### config.mk
export PLATFORM = sky130hd
export DESIGN_NAME = alu_decode_stage
export DESIGN_NICKNAME = d
export VERILOG_FILES = /design/src/rtl/alu_decode_stage.sv
export SDC_FILE = /design/constraint.sdc
export NUM_CORES = 1
export LEC_CHECK = 0
export CAP_MARGIN = 10
export CORE_MARGIN = 5
export CORE_UTILIZATION = 33
export CTS_CLUSTER_SIZE = 28
export DETAILED_ROUTE_END_ITERATION = 16
export HOLD_SLACK_MARGIN = 0.03
export SYNTH_ARGS = -nofsm -noshare
export SYNTH_HDL_FRONTEND = slang
export SYNTH_SLANG_ARGS = --single-unit
### constraint.sdc
create_clock -name clk -period 5.2 [get_ports clk]
set_input_delay 0.52 -clock clk [delete_from_list [all_inputs] [get_ports clk]]
set_output_delay 0.52 -clock clk [all_outputs]
set_load 0.005 [all_outputs]
### src/rtl/alu_decode_stage.sv
`default_nettype none
// ============================================================================
//  Module   : cpu_defines_pkg
//  Purpose  : ALU operation encoding shared between the decode stage and the
//             ALU stage that consumes its entries.
//  Revision : 1.0 - initial release
// ============================================================================
package cpu_defines_pkg;

    typedef enum logic [3:0] {
        ALU_ADD = 4'd0,
        ALU_SUB = 4'd1,
        ALU_SLL = 4'd2,
        ALU_XOR = 4'd3,
        ALU_SRL = 4'd4,
        ALU_SRA = 4'd5,
        ALU_OR  = 4'd6,
        ALU_AND = 4'd7
    } alu_op_t;

endpackage : cpu_defines_pkg

// ============================================================================
//  Module   : alu_decode_stage
//  Purpose  : Decodes RV32I register-register (OP) and register-immediate
//             (OP-IMM) ALU instructions into an ALU operation, register
//             indices and a sign-/zero-extended immediate.  The decoded entry
//             is held in a 2-entry skid buffer (main + skid) so the input
//             handshake is fully registered and never depends
//             combinationally on out_ready.
//
//  Ports    :
//    clk          in   clock, all state updates on the rising edge
//    rst          in   synchronous active-high reset (beats flush)
//    flush        in   drop every buffered entry and the word on the input
//    in_valid     in   instruction word presented
//    in_ready     out  stage accepts the word this cycle (registered)
//    in_instr     in   32-bit RV32I instruction word
//    in_pc        in   pc of in_instr
//    out_valid    out  decoded entry presented
//    out_ready    in   downstream ALU stage accepts the entry
//    out_op       out  ALU operation (ALU_ADD when illegal)
//    out_rd/rs1/rs2 out register indices
//    out_imm      out  immediate (0 for register-register ops)
//    out_use_imm  out  b operand is out_imm rather than rs2
//    out_illegal  out  instruction is not a supported ALU operation
//    out_pc       out  pc passthrough
//
//  Revision : 1.0 - initial release
// ============================================================================
module alu_decode_stage
    import cpu_defines_pkg::*;
#(
    parameter int WIDTH = 32
) (
    input  logic             clk,
    input  logic             rst,
    input  logic             flush,
    input  logic             in_valid,
    output logic             in_ready,
    input  logic [31:0]      in_instr,
    input  logic [WIDTH-1:0] in_pc,
    output logic             out_valid,
    input  logic             out_ready,
    output alu_op_t          out_op,
    output logic [4:0]       out_rd,
    output logic [4:0]       out_rs1,
    output logic [4:0]       out_rs2,
    output logic [WIDTH-1:0] out_imm,
    output logic             out_use_imm,
    output logic             out_illegal,
    output logic [WIDTH-1:0] out_pc
);

    // ------------------------------------------------------------------
    // Constants
    // ------------------------------------------------------------------
    localparam logic [6:0] C_OPC_OP     = 7'b0110011;
    localparam logic [6:0] C_OPC_OP_IMM = 7'b0010011;
    localparam logic [6:0] C_F7_ZERO    = 7'b0000000;
    localparam logic [6:0] C_F7_ALT     = 7'b0100000;

    localparam logic [2:0] C_F3_ADD  = 3'b000;
    localparam logic [2:0] C_F3_SLL  = 3'b001;
    localparam logic [2:0] C_F3_XOR  = 3'b100;
    localparam logic [2:0] C_F3_SR   = 3'b101;
    localparam logic [2:0] C_F3_OR   = 3'b110;
    localparam logic [2:0] C_F3_AND  = 3'b111;

    // ------------------------------------------------------------------
    // Buffered entry format
    // ------------------------------------------------------------------
    typedef struct packed {
        alu_op_t          op;
        logic [4:0]       rd;
        logic [4:0]       rs1;
        logic [4:0]       rs2;
        logic [WIDTH-1:0] imm;
        logic             use_imm;
        logic             illegal;
        logic [WIDTH-1:0] pc;
    } entry_t;

    typedef enum logic [1:0] {
        S_EMPTY = 2'd0,
        S_ONE   = 2'd1,
        S_FULL  = 2'd2
    } state_t;

    // ------------------------------------------------------------------
    // Instruction field extraction
    // ------------------------------------------------------------------
    logic [6:0]       w_opcode;
    logic [2:0]       w_funct3;
    logic [6:0]       w_funct7;
    logic             w_is_r;
    logic             w_is_i;
    logic             w_is_shift;
    logic             w_f7_zero;
    logic             w_f7_alt;
    logic [WIDTH-1:0] w_sext_imm;
    logic [WIDTH-1:0] w_shamt_imm;
    entry_t           w_dec;

    assign w_opcode    = in_instr[6:0];
    assign w_funct3    = in_instr[14:12];
    assign w_funct7    = in_instr[31:25];
    assign w_is_r      = (w_opcode == C_OPC_OP);
    assign w_is_i      = (w_opcode == C_OPC_OP_IMM);
    assign w_is_shift  = (w_funct3 == C_F3_SLL) || (w_funct3 == C_F3_SR);
    assign w_f7_zero   = (w_funct7 == C_F7_ZERO);
    assign w_f7_alt    = (w_funct7 == C_F7_ALT);
    assign w_sext_imm  = {{(WIDTH-12){in_instr[31]}}, in_instr[31:20]};
    assign w_shamt_imm = {{(WIDTH-5){1'b0}}, in_instr[24:20]};

    // ------------------------------------------------------------------
    // Combinational decode of the word on the input port.
    // For OP-IMM non-shift instructions instr[31:25] is part of the
    // immediate, so funct7 only qualifies register ops and shifts.
    // Every illegal path leaves op at its ALU_ADD default.
    // ------------------------------------------------------------------
    always_comb begin
        w_dec         = '0;
        w_dec.op      = ALU_ADD;
        w_dec.rd      = in_instr[11:7];
        w_dec.rs1     = in_instr[19:15];
        w_dec.rs2     = in_instr[24:20];
        w_dec.pc      = in_pc;
        w_dec.illegal = 1'b0;

        if (w_is_r || w_is_i) begin
            w_dec.use_imm = w_is_i;
            if (w_is_i) begin
                w_dec.rs2 = 5'd0;
                w_dec.imm = w_is_shift ? w_shamt_imm : w_sext_imm;
            end

            case (w_funct3)
                C_F3_ADD: begin
                    if (w_is_i || w_f7_zero) begin
                        w_dec.op = ALU_ADD;
                    end else if (w_f7_alt) begin
                        w_dec.op = ALU_SUB;
                    end else begin
                        w_dec.illegal = 1'b1;
                    end
                end
                C_F3_SLL: begin
                    if (w_f7_zero) begin
                        w_dec.op = ALU_SLL;
                    end else begin
                        w_dec.illegal = 1'b1;
                    end
                end
                C_F3_XOR: begin
                    if (w_is_i || w_f7_zero) begin
                        w_dec.op = ALU_XOR;
                    end else begin
                        w_dec.illegal = 1'b1;
                    end
                end
                C_F3_SR: begin
                    if (w_f7_zero) begin
                        w_dec.op = ALU_SRL;
                    end else if (w_f7_alt) begin
                        w_dec.op = ALU_SRA;
                    end else begin
                        w_dec.illegal = 1'b1;
                    end
                end
                C_F3_OR: begin
                    if (w_is_i || w_f7_zero) begin
                        w_dec.op = ALU_OR;
                    end else begin
                        w_dec.illegal = 1'b1;
                    end
                end
                C_F3_AND: begin
                    if (w_is_i || w_f7_zero) begin
                        w_dec.op = ALU_AND;
                    end else begin
                        w_dec.illegal = 1'b1;
                    end
                end
                default: begin
                    // SLT / SLTU have no alu_op_t encoding
                    w_dec.illegal = 1'b1;
                end
            endcase
        end else begin
            w_dec.illegal = 1'b1;
        end
    end

    // ------------------------------------------------------------------
    // Skid buffer control
    // ------------------------------------------------------------------
    state_t r_state;
    entry_t r_main;
    entry_t r_skid;
    logic   r_out_valid;
    logic   r_in_ready;
    logic   w_accept;
    logic   w_pop;

    assign w_accept = in_valid && r_in_ready;
    assign w_pop    = r_out_valid && out_ready;

    // The handshake flags are registered copies of "state != EMPTY" and
    // "state != FULL", updated together with the state so in_ready never
    // sees out_ready through a combinational path.
    always_ff @(posedge clk) begin
        if (rst) begin
            r_state     <= S_EMPTY;
            r_out_valid <= 1'b0;
            r_in_ready  <= 1'b1;
            r_main      <= '0;
            r_skid      <= '0;
        end else if (flush) begin
            r_state     <= S_EMPTY;
            r_out_valid <= 1'b0;
            r_in_ready  <= 1'b1;
        end else begin
            case (r_state)
                S_EMPTY: begin
                    if (w_accept) begin
                        r_main      <= w_dec;
                        r_state     <= S_ONE;
                        r_out_valid <= 1'b1;
                        r_in_ready  <= 1'b1;
                    end
                end
                S_ONE: begin
                    if (w_accept && w_pop) begin
                        r_main <= w_dec;
                    end else if (w_accept) begin
                        // Downstream stalled: park the new word behind main
                        r_skid     <= w_dec;
                        r_state    <= S_FULL;
                        r_in_ready <= 1'b0;
                    end else if (w_pop) begin
                        r_state     <= S_EMPTY;
                        r_out_valid <= 1'b0;
                    end
                end
                S_FULL: begin
                    if (w_pop) begin
                        r_main     <= r_skid;
                        r_state    <= S_ONE;
                        r_in_ready <= 1'b1;
                    end
                end
                default: begin
                    r_state     <= S_EMPTY;
                    r_out_valid <= 1'b0;
                    r_in_ready  <= 1'b1;
                end
            endcase
        end
    end

    // ------------------------------------------------------------------
    // Outputs: always presented from the main entry
    // ------------------------------------------------------------------
    assign in_ready    = r_in_ready;
    assign out_valid   = r_out_valid;
    assign out_op      = r_main.op;
    assign out_rd      = r_main.rd;
    assign out_rs1     = r_main.rs1;
    assign out_rs2     = r_main.rs2;
    assign out_imm     = r_main.imm;
    assign out_use_imm = r_main.use_imm;
    assign out_illegal = r_main.illegal;
    assign out_pc      = r_main.pc;

endmodule : alu_decode_stage
`default_nettype wire

==> summary.md, run 1 <==
| Metric | Value |
|---|---|
| # fillers | 1700 |
| DRC | 0 |
| Boundary pin count | between 150 and 200 |
| Initial DRC count | 421 |
| Post-CTS Resized | 0 |
| Worst-path clk slew | 0.05 ns |
| Yosys top cell area share | 47.1% |
| Initial Util | between 30% and 40% |
| Core Region | ~17000 µm² |
| Crit path max fanout | 70 |
| Vias in the first global route | 4984 |
| Count of cell types in the netlist | slightly above 50 |
| Hold Crit Class | register to register |
| Startpoint class of the critical path | register |
| Setup Skew | approximately 0.011 ns |
| Least-Margin Pin Slew | roughly 0.93 ns |
| Grt ovf | 0 |
| Setup slack after layout | around 2.4 ns |
| 1st-pass router iterations | 6 |
| Leakage power | 2.61 nW |
| Final period utilization | between 50% and 60% |
| Hold-fix buffers, CTS | 0 |
| Routed WL | 15900 µm |
| Pre-CTS WS | approximately 2 ns |
| Final min period | roughly 2.8 ns |
| Power per Cell Area | between 300 and 400 nW/µm² |
| CTS tree | done |
| WL/cell | approximately 15 µm |
| Cell row count | 47 |
| First-pass GRT wire length | around 25000 µm |
| Synth top area cells | dfxtp_1 47%, nand2_1 13%, a311oi_1 6.7%, nor2_1 5.4%, a21oi_1 5.3% |
| Synthesis-stage register bit count | approximately 130 |
| Layout cells sized above 1 | roughly 6% |
| Seq/Total Area, Yosys | 47.1% |
| Hold_sp | r_skid[34]$_SDFFE_PP0P_ |
| Number of synthesized flops with an enable pin | 0 |
| Post-DP HPWL | approximately 10000 µm |
| Final hold vios | 0 |
| Via count | slightly above 5000 |
| # port buffers | ~150 |
| Post-synthesis net count | approximately 770 |
| Post-DR vias/cell | about 5 |
| Syn. warnings | 0 |
| CP Capture Type | register |
| CTS Sinks | around 130 |
| Post-Syn Area | between 5000 and 6000 µm² |
| Post-synth top flop | dfxtp_1 |
| Commonest non-fill, non-tap cell in the layout | nand2_1 |
| Cells after synthesis | 702 |
| CTS Buf Count | 17 |
| DRT antenna net count | 0 |
| Mapped Avg Cell Area | between 7 and 8 µm² |
| Initial antenna violation count | 0 |
| Most frequent cells in the layout | 193 x nand2_1, 153 x clkdlybuf4s50_1, 132 x dfxtp_1 |
| Unrepaired setup endpoints after global routing | false |
| # diodes | 0 |
| Post-CTS Setup Inserts | 0 |
| F_max | between 0.3 and 0.4 GHz |
| Max Cap Viol | 0 |
| Die H | around 140 µm |
| Cell taking the most area after synthesis | dfxtp_1 |
| Area grow syn2layout | 35.2% |
| Worst EP arrival | around 3.1 ns |
| Max-slew violations | 0 |
| Largest net degree at the start of global routing | 71 |
| Total negative slack | 0 ns |
| Critical Path RT | approximately 5.5 ns |
| Max H-tree Level | 4 |
| Root Buffer | clkbuf_16 |
| CP Launch Point | r_state[0]$_SDFFE_PP0P_ |
| Die footprint | a little under 20000 µm² |
| Rel. slew slack | between 30% and 40% |
| GP Congestion | 0.799 |
| CTS Buffer Depth | 2 |
| Reg2reg start | r_state[0]$_SDFFE_PP0P_ |
| Fin nets | between 800 and 900 |
| Chip Width | around 140 µm |
| Gr usage total | between 15 and 20% |
| Final setup violation count | 0 |
| Status | finished clean |
| Clock Latency Late Sink | around 0.42 ns |
| Ys async rst share | 0% |
| Crit Path Category | register to register |
| Peak supply drop | 0.231 mV |
## per-layer routing
metal	GRT usage, %	routed length, µm
met5	0	0
met4	5.51	192
met3	4.77	1190
met2	25.8	7350
met1	20.3	7160
## area by class of cell
type | instances | area [µm²] | share of cell area [%]
clock inverters | 6 | 82.6 | 1.09
clock buffers | 21 | 460 | 6.07
well taps | 220 | 275 | 3.63
inverters | 3 | 11.3 | 0.148
repair buffers | 163 | 1610 | 21.2
flip-flops and latches | 132 | 2640 | 34.8
multi-input cells | 489 | 2510 | 33.1
## cell families (layout without fill, tap and decap cells)
kind of cell	after synthesis	count (layout)	share of synthesized area [%]
other cells	1	1	0.0668
mux	1	1	0.178
xor+xnor	1	1	0.156
buf+inv	81	193	8.52
flops	132	132	47.1
compound gates	152	152	19.1
simple gates	334	334	24.9
## flip-flops by register name, indices dropped and copies added (netlist names)
name,cells
r_state,2
out_rd,5
r_skid,64
out_imm,12
out_valid,1
in_ready,1
out_rs1,5
out_op,3
out_pc,32
out_illegal,1
out_rs2,5
out_use_imm,1
## synth_stat cells (2+ instances only)
master / number
nand2_1: 193
dfxtp_1: 132
nor2_1: 81
a21oi_1: 60
a311oi_1: 43
clkbuf_1: 28
buf_4: 27
nor3_1: 23
a221oi_1: 17
nand3_1: 17
buf_2: 15
a22oi_1: 8
buf_6: 7
a211oi_1: 5
o21ai_0: 4
a31oi_1: 2
and2_1: 2
inv_1: 2
nand3b_1: 2
nor2b_1: 2
nor4_1: 2
## path summary, 6_finish.rpt
check                            end  slack [ns]  cells past startpoint
min reg2reg  r_skid[34]$_SDFFE_PP0P_        0.45                      2
max reg2reg  out_pc[14]$_SDFFE_PP0P_        2.39                      7
max          out_pc[14]$_SDFFE_PP0P_        2.39                      7
min          r_skid[34]$_SDFFE_PP0P_        0.45                      2
## power by group
part | total, mW | internal [mW] | leakage (nW) | switching, mW
clock network | 1.13 | 0.713 | 0.266 | 0.415
logic | 0.312 | 0.173 | 1.27 | 0.139
registers | 1.08 | 1.06 | 1.08 | 0.0277
## worst max-delay path, cell delays in order, from the launching register on
cell and delay [ns]:
dfxtp_1 0.41, nand2b_2 0.22, buf_4 0.30, o22ai_2 0.30
o21ba_4 0.78, buf_4 0.37, nor2_1 0.06, a311oi_1 0.24
## through the flow
step / cells / instance area (µm²) / hold WS, ns / total power [mW] / utilization [%]
after global routing: 1034 / 7590 / 0.464 / 2.63 / 45.6
after global placement: 1007 / 7050 / 0.439 / 1.42 / 42.3
final: 1034 / 7590 / 0.451 / 2.52 / 45.6
after CTS: 1034 / 7590 / 0.452 / 2.56 / 45.6
after detailed placement: 1007 / 7050 / 0.446 / 1.42 / 42.3
after floorplan: 702 / 5610 / 0.432 / 1.25 / -
(Power assumes the default switching activity.)
==> run 2, diff against run 1 <==
==> constraint.sdc (replaced) <==
create_clock -name clk -period 2.8 [get_ports clk]
set_input_delay 0.28 -clock clk [delete_from_list [all_inputs] [get_ports clk]]
set_output_delay 0.28 -clock clk [all_outputs]
set_load 0.005 [all_outputs]
==> summary.md, run 2 (synthesis results as in run 1) <==
| Metric | Value |
|---|---|
| DRC | 0 (unchanged) |
| Cell row count | 47 (unchanged) |
| CTS Buffer Depth | 2 (unchanged) |
| Final setup violation count | 0 (unchanged) |
| Layout cells sized above 1 | 6.80% (+0.91 points) |
| Clock Latency Late Sink | 0.42 ns (about the same) |
| Root Buffer | clkbuf_16 |
| Final hold vios | 0 (unchanged) |
| First-pass GRT wire length | 25500 µm (-0.13%) |
| CP Capture Type | register |
| Final period utilization | 77.2% (+23 points) |
| Setup Skew | 0.00763 ns (-0.00366 ns) |
| Power per Cell Area | 627 nW/µm² (+88%) |
| Critical Path RT | 3.14 ns (-2.38 ns) |
| Gr usage total | 15.8% (-0.14 points) |
| Post-DR vias/cell | 4.98 (-0.65%) |
| Vias in the first global route | 4900 (-1.7%) |
| Largest net degree at the start of global routing | 73 (+2.8%) |
| WL/cell | 15.3 µm (-0.74%) |
| Via count | 5191 (+0.21%) |
| CP Launch Point | r_state[0]$_SDFFE_PP0P_ |
| Net Sw Power | 1.11 mW (+91%) |
| Critical path depth | 6 (-1) |
| Reg2reg start | r_state[0]$_SDFFE_PP0P_ |
| Leakage power | 2.67 nW (+2.2%) |
| Max H-tree Level | 4 (unchanged) |
| Crit Path Category | register to register |
| Max reg flops | 64 (unchanged) |
| Hold Crit Class | input pin to register |
| Least-Margin Pin Slew | 0.816 ns (-0.114 ns) |
| CTS Buf Count | 17 (unchanged) |
| Placed instance area | 7130 µm² (+1.2%) |
| Max-slew violations | 0 (unchanged) |
| Fin nets | 880 (+0.57%) |
| Die footprint | 19700 µm² (unchanged) |
| Worst R2R Path Depth | 6 (-1) |
| Peak supply drop | 0.414 mV (+79%) |
| Startpoint class of the critical path | register |
| CTS tree | done |
| Most frequent cells in the layout | 193 x nand2_1, 153 x clkdlybuf4s50_1, 132 x dfxtp_1 |
| Pint | 3.73 mW (+92%) |
| Clock power share | 46.2% (+1.5 points) |
| # fillers | 1654 (-2.7%) |
| Boundary pin count | 156 (unchanged) |
| Grt ovf | 0 (unchanged) |
| Post-CTS Setup Inserts | 0 (unchanged) |
| CP max stage delay | 0.57 ns (-0.21 ns) |
| Sequential Power Share | 41.5% (-1.5 points) |
| F_max | 0.463 GHz (+30%) |
| Initial Util | 33.7% (unchanged) |
| DRT antenna net count | 0 (unchanged) |
| Critical path, cell by cell | a21bo_2, or4_2, buf_4, nor2_4, a22oi_1, nor2_1 |
| Worst-path clk slew | 0.06 ns (about the same) |
| Final min period | 2.16 ns (-0.643 ns) |
| Hold path depth | 2 (unchanged) |
| Die H | 140 µm (unchanged) |
| Crit path max-delay cell type | or4_2 |
| GP Congestion | 0.802 (+0.34%) |
| Rel. slew slack | 45.5% (+7.4 points) |
| Max Cap Viol | 0 (unchanged) |
| Total negative slack | 0 ns (unchanged) |
| Post-route cell area | 7730 µm² (+1.8%) |
| Placed Instances | 1012 (+0.50%) |
| Area grow syn2layout | 37.7% |
| FF-to-FF End | r_skid[44]$_SDFFE_PP0P_ |
| Post-CTS Resized | 0 (unchanged) |
| Commonest non-fill, non-tap cell in the layout | nand2_1 |
| 1st-pass router iterations | 5 (-1) |
| CTS Sinks | 132 (unchanged) |
| Register-to-register setup slack | 0.64 ns (-1.76 ns) |
| WP buf/inv | 1 (-1) |
| Sw frac | 23.0% (-0.051 points) |
| Routed WL | 15900 µm (+0.13%) |
| Hold-fix buffers, CTS | 0 (unchanged) |
| Status | finished clean |
| Post-DP HPWL | 10200 µm (+1.7%) |
| Unrepaired setup endpoints after global routing | false |
| Cell family with most CP delay | simple AND/OR/NAND/NOR gates |
| Combinational Power Share | 12.2% (-0.2 points) |
| Worst EP arrival | 2.50 ns (-0.62 ns) |
| Initial DRC count | 356 (-15%) |
| Core Region | 16600 µm² (unchanged) |
| Largest Register | r_skid |
| Chip Width | 140 µm (unchanged) |
| Fin cells | 1043 (+0.87%) |
| # port buffers | 154 (unchanged) |
| Crit path max fanout | 23 (-67%) |
| Worst setup endpoint | r_skid[44]$_SDFFE_PP0P_ |
| # diodes | 0 (unchanged) |
| Initial antenna violation count | 0 (unchanged) |
## run 2: cell types whose count changed in the layout (fill, tap and decap cells not counted), sizes merged
cell | previous run | this run
clkinvlp | 1 | 2
buf | 10 | 15
clkinv | 3 | 4
clkbuf | 21 | 22
bufinv | 2 | 3
## run 2: how the worst min path moves through the flow
stage,start,endpoint,slack (ns)
after floorplan,flush,r_state[0]$_SDFFE_PP0P_,0.36
after global placement,r_skid[69]$_SDFFE_PP0P_,r_skid[69]$_SDFFE_PP0P_,0.44
after detailed placement,r_skid[69]$_SDFFE_PP0P_,r_skid[69]$_SDFFE_PP0P_,0.44
after CTS,rst,r_skid[43]$_SDFFE_PP0P_,0.41
after global routing,rst,r_skid[43]$_SDFFE_PP0P_,0.43
final,rst,r_skid[64]$_SDFFE_PP0P_,0.43
## run 2: worst reg2reg max path, stage by stage (launching register included)
cell	delay [ns]
dfxtp_1	0.51
a21bo_2	0.30
or4_2	0.57
buf_4	0.26
nor2_4	0.24
a22oi_1	0.10
nor2_1	0.12
## run 2: per-layer routing
metal | GRT usage [%] | vias to the layer above | wire length, µm
met1 | 20.3 | 2402 | 7210
met5 | 0 | - | 0
met4 | 4.74 | 0 | 196
met3 | 5.93 | 15 | 1230
li1 | - | 2627 | -
met2 | 24.7 | 147 | 7280
## run 2: layout make-up
type / instances / area (µm²) / share of cell area, %
repair buffers: 168 / 1690 / 21.9
clock buffers: 22 / 464 / 6.01
well taps: 220 / 275 / 3.56
multi-input cells: 489 / 2510 / 32.5
clock inverters: 9 / 129 / 1.67
inverters: 3 / 11.3 / 0.146
flip-flops and latches: 132 / 2640 / 34.2
## run 2: power groups by stage
stage          combinational (mW)  clock [mW]  sequential (mW)
2_1_floorplan               0.270           0             2.05
3_3_place_gp                0.594           0             2.05
3_5_place_dp                0.598           0             2.05
4_1_cts                     0.601        2.29             2.01
5_1_grt                     0.647        2.38             2.02
6_report                    0.592        2.24             2.01
## run 2: metrics by stage
stage	utilization [%]	power, mW	worst slack (ns)	hold slack, ns
6_report	46.4	4.84	0.638	0.431
5_1_grt	46.4	5.05	0.552	0.427
4_1_cts	46.4	4.90	0.635	0.413
3_5_place_dp	42.9	2.65	0.405	0.443
3_3_place_gp	42.9	2.65	0.481	0.440
2_1_floorplan	-	2.32	1.12	0.359
==> run 3, diff against run 2 <==
==> constraint.sdc (replaced) <==
create_clock -name clk -period 2 [get_ports clk]
set_input_delay 0.2 -clock clk [delete_from_list [all_inputs] [get_ports clk]]
set_output_delay 0.2 -clock clk [all_outputs]
set_load 0.005 [all_outputs]
==> summary.md, run 3 (synthesis results as in run 1) <==
| Metric | Value |
|---|---|
| Crit path max fanout | 37 (+61%) |
| Most frequent cells in the layout | 193 x nand2_1, 153 x clkdlybuf4s50_1, 131 x dfxtp_1 |
| Startpoint class of the critical path | register |
| Initial antenna violation count | 0 (unchanged) |
| Final min period | 1.89 ns (-0.274 ns) |
| Leakage power | 2.90 nW (+8.9%) |
| CTS Sinks | 132 (unchanged) |
| Critical Path RT | 2.27 ns (-0.87 ns) |
| Peak supply drop | 0.568 mV (+37%) |
| Placed Instances | 1052 (+4.0%) |
| Max H-tree Level | 4 (unchanged) |
| Boundary pin count | 156 (unchanged) |
| Routed WL | 15700 µm (-1.0%) |
| CTS Buf Count | 17 (unchanged) |
| CTS tree | done |
| Die H | 140 µm (unchanged) |
| Final setup violation count | 0 (unchanged) |
| Layout cells sized above 1 | 11.6% (+4.8 points) |
| Vias in the first global route | 5017 (+2.4%) |
| Worst-path clk slew | 0.06 ns (about the same) |
| Rel. slew slack | 60.1% (+15 points) |
| Final hold vios | 0 (unchanged) |
| Max Cap Viol | 0 (unchanged) |
| Commonest non-fill, non-tap cell in the layout | nand2_1 |
| Grt ovf | 0 (unchanged) |
| # port buffers | 154 (unchanged) |
| Fin cells | 1083 (+3.8%) |
| CTS Buffer Depth | 2 (unchanged) |
| Root Buffer | clkbuf_16 |
| First-pass GRT wire length | 25400 µm (-0.25%) |
| Post-DR vias/cell | 4.87 (-2.1%) |
| Die footprint | 19700 µm² (unchanged) |
| Initial DRC count | 333 (-6.5%) |
| Register-to-register setup slack | 0.11 ns (-0.53 ns) |
| DRC | 0 (unchanged) |
| Via count | 5277 (+1.7%) |
| Post-CTS Setup Inserts | 0 (unchanged) |
| # fillers | 1645 (-0.54%) |
| CP Capture Type | register |
| GP Congestion | 0.827 (+3.2%) |
| Fin nets | 920 (+4.5%) |
| Core Region | 16600 µm² (unchanged) |
| Post-DP HPWL | 10300 µm (+0.62%) |
| Initial Util | 33.7% (unchanged) |
| 1st-pass router iterations | 5 (unchanged) |
| Chip Width | 140 µm (unchanged) |
| Clock Latency Late Sink | 0.41 ns (about the same) |
| Least-Margin Pin Slew | 0.599 ns (-0.217 ns) |
| Placed instance area | 7480 µm² (+4.9%) |
| Cell row count | 47 (unchanged) |
| Largest net degree at the start of global routing | 130 (+78%) |
| Gr usage total | 15.7% (-0.068 points) |
| DRT antenna net count | 0 (unchanged) |
| Largest Register | r_skid |
| # diodes | 0 (unchanged) |
| Final period utilization | 94.4% (+17 points) |
| Hold Crit Class | input pin to register |
| Worst EP arrival | 2.15 ns (-0.35 ns) |
| Power per Cell Area | 864 nW/µm² (+38%) |
| F_max | 0.530 GHz (+14%) |
| Status | finished clean |
| Post-route cell area | 8120 µm² (+5.1%) |
| Area grow syn2layout | 44.7% |
| WL/cell | 14.5 µm (-4.7%) |
| Crit Path Category | register to register |
| Max-slew violations | 0 (unchanged) |
| Max reg flops | 64 (unchanged) |
| Unrepaired setup endpoints after global routing | false |
| Setup Skew | 0.00719 ns (-0.000438 ns) |
-- run 3: stage by stage --
step	util (%)	TNS (ns)	setup slack [ns]	power, mW	hold slack, ns
floorplan	-	0	0.317	3.25	0.279
global placement	45.0	-10.89	-0.171	3.77	0.439
detailed placement	45.0	-11.54	-0.174	3.77	0.444
CTS	48.8	0	0.0315	7.11	0.172
global route	48.8	0	0.00758	7.32	0.212
finish	48.8	0	0.112	7.02	0.189
-- run 3: path summary, 6_finish.rpt --
check	cells past startpoint	start	endpoint
max	5	r_state[0]$_SDFFE_PP0P_	r_skid[25]$_SDFFE_PP0P_
min	4	rst	in_ready$_SDFFE_PP1P_
max reg2reg	5	r_state[0]$_SDFFE_PP0P_	r_skid[25]$_SDFFE_PP0P_
min reg2reg	2	r_skid[38]$_SDFFE_PP0P_	r_skid[38]$_SDFFE_PP0P_
-- run 3: where the power goes --
group / internal, mW / switching (mW) / leakage (nW)
Clock: 2.16 / 1.16 / 0.307
Combinational: 0.512 / 0.375 / 1.52
Sequential: 2.75 / 0.0677 / 1.08
-- run 3: worst max-delay path, stage by stage, from the launching register on --
cell and delay [ns]:
dfxtp_1 0.39, a21bo_2 0.24, or4_2 0.60, buf_4 0.30, nand2_1 0.13, a21oi_1 0.06
-- run 3: layout make-up --
class / count / area, µm² / area share, %
clock buffers: 20 / 457 / 5.62
clock inverters: 11 / 176 / 2.17
inverters: 3 / 11.3 / 0.139
multi-input cells: 489 / 2510 / 31.0
flip-flops and latches: 132 / 2640 / 32.5
well taps: 220 / 275 / 3.39
repair buffers: 208 / 2040 / 25.2
-- run 3: routing by layer --
| metal | track usage, % | wire length (µm) |
|---|---|---|
| met3 | 4.53 | 950 |
| met5 | 0 | 0 |
| met2 | 25.7 | 7280 |
| met1 | 20.0 | 7340 |
| met4 | 5.15 | 177 |
-- run 3: repair_timing --
action,CTS,global route
gates resized for setup,0,2
setup endpoints to repair,0,24
hold buffers,0,0
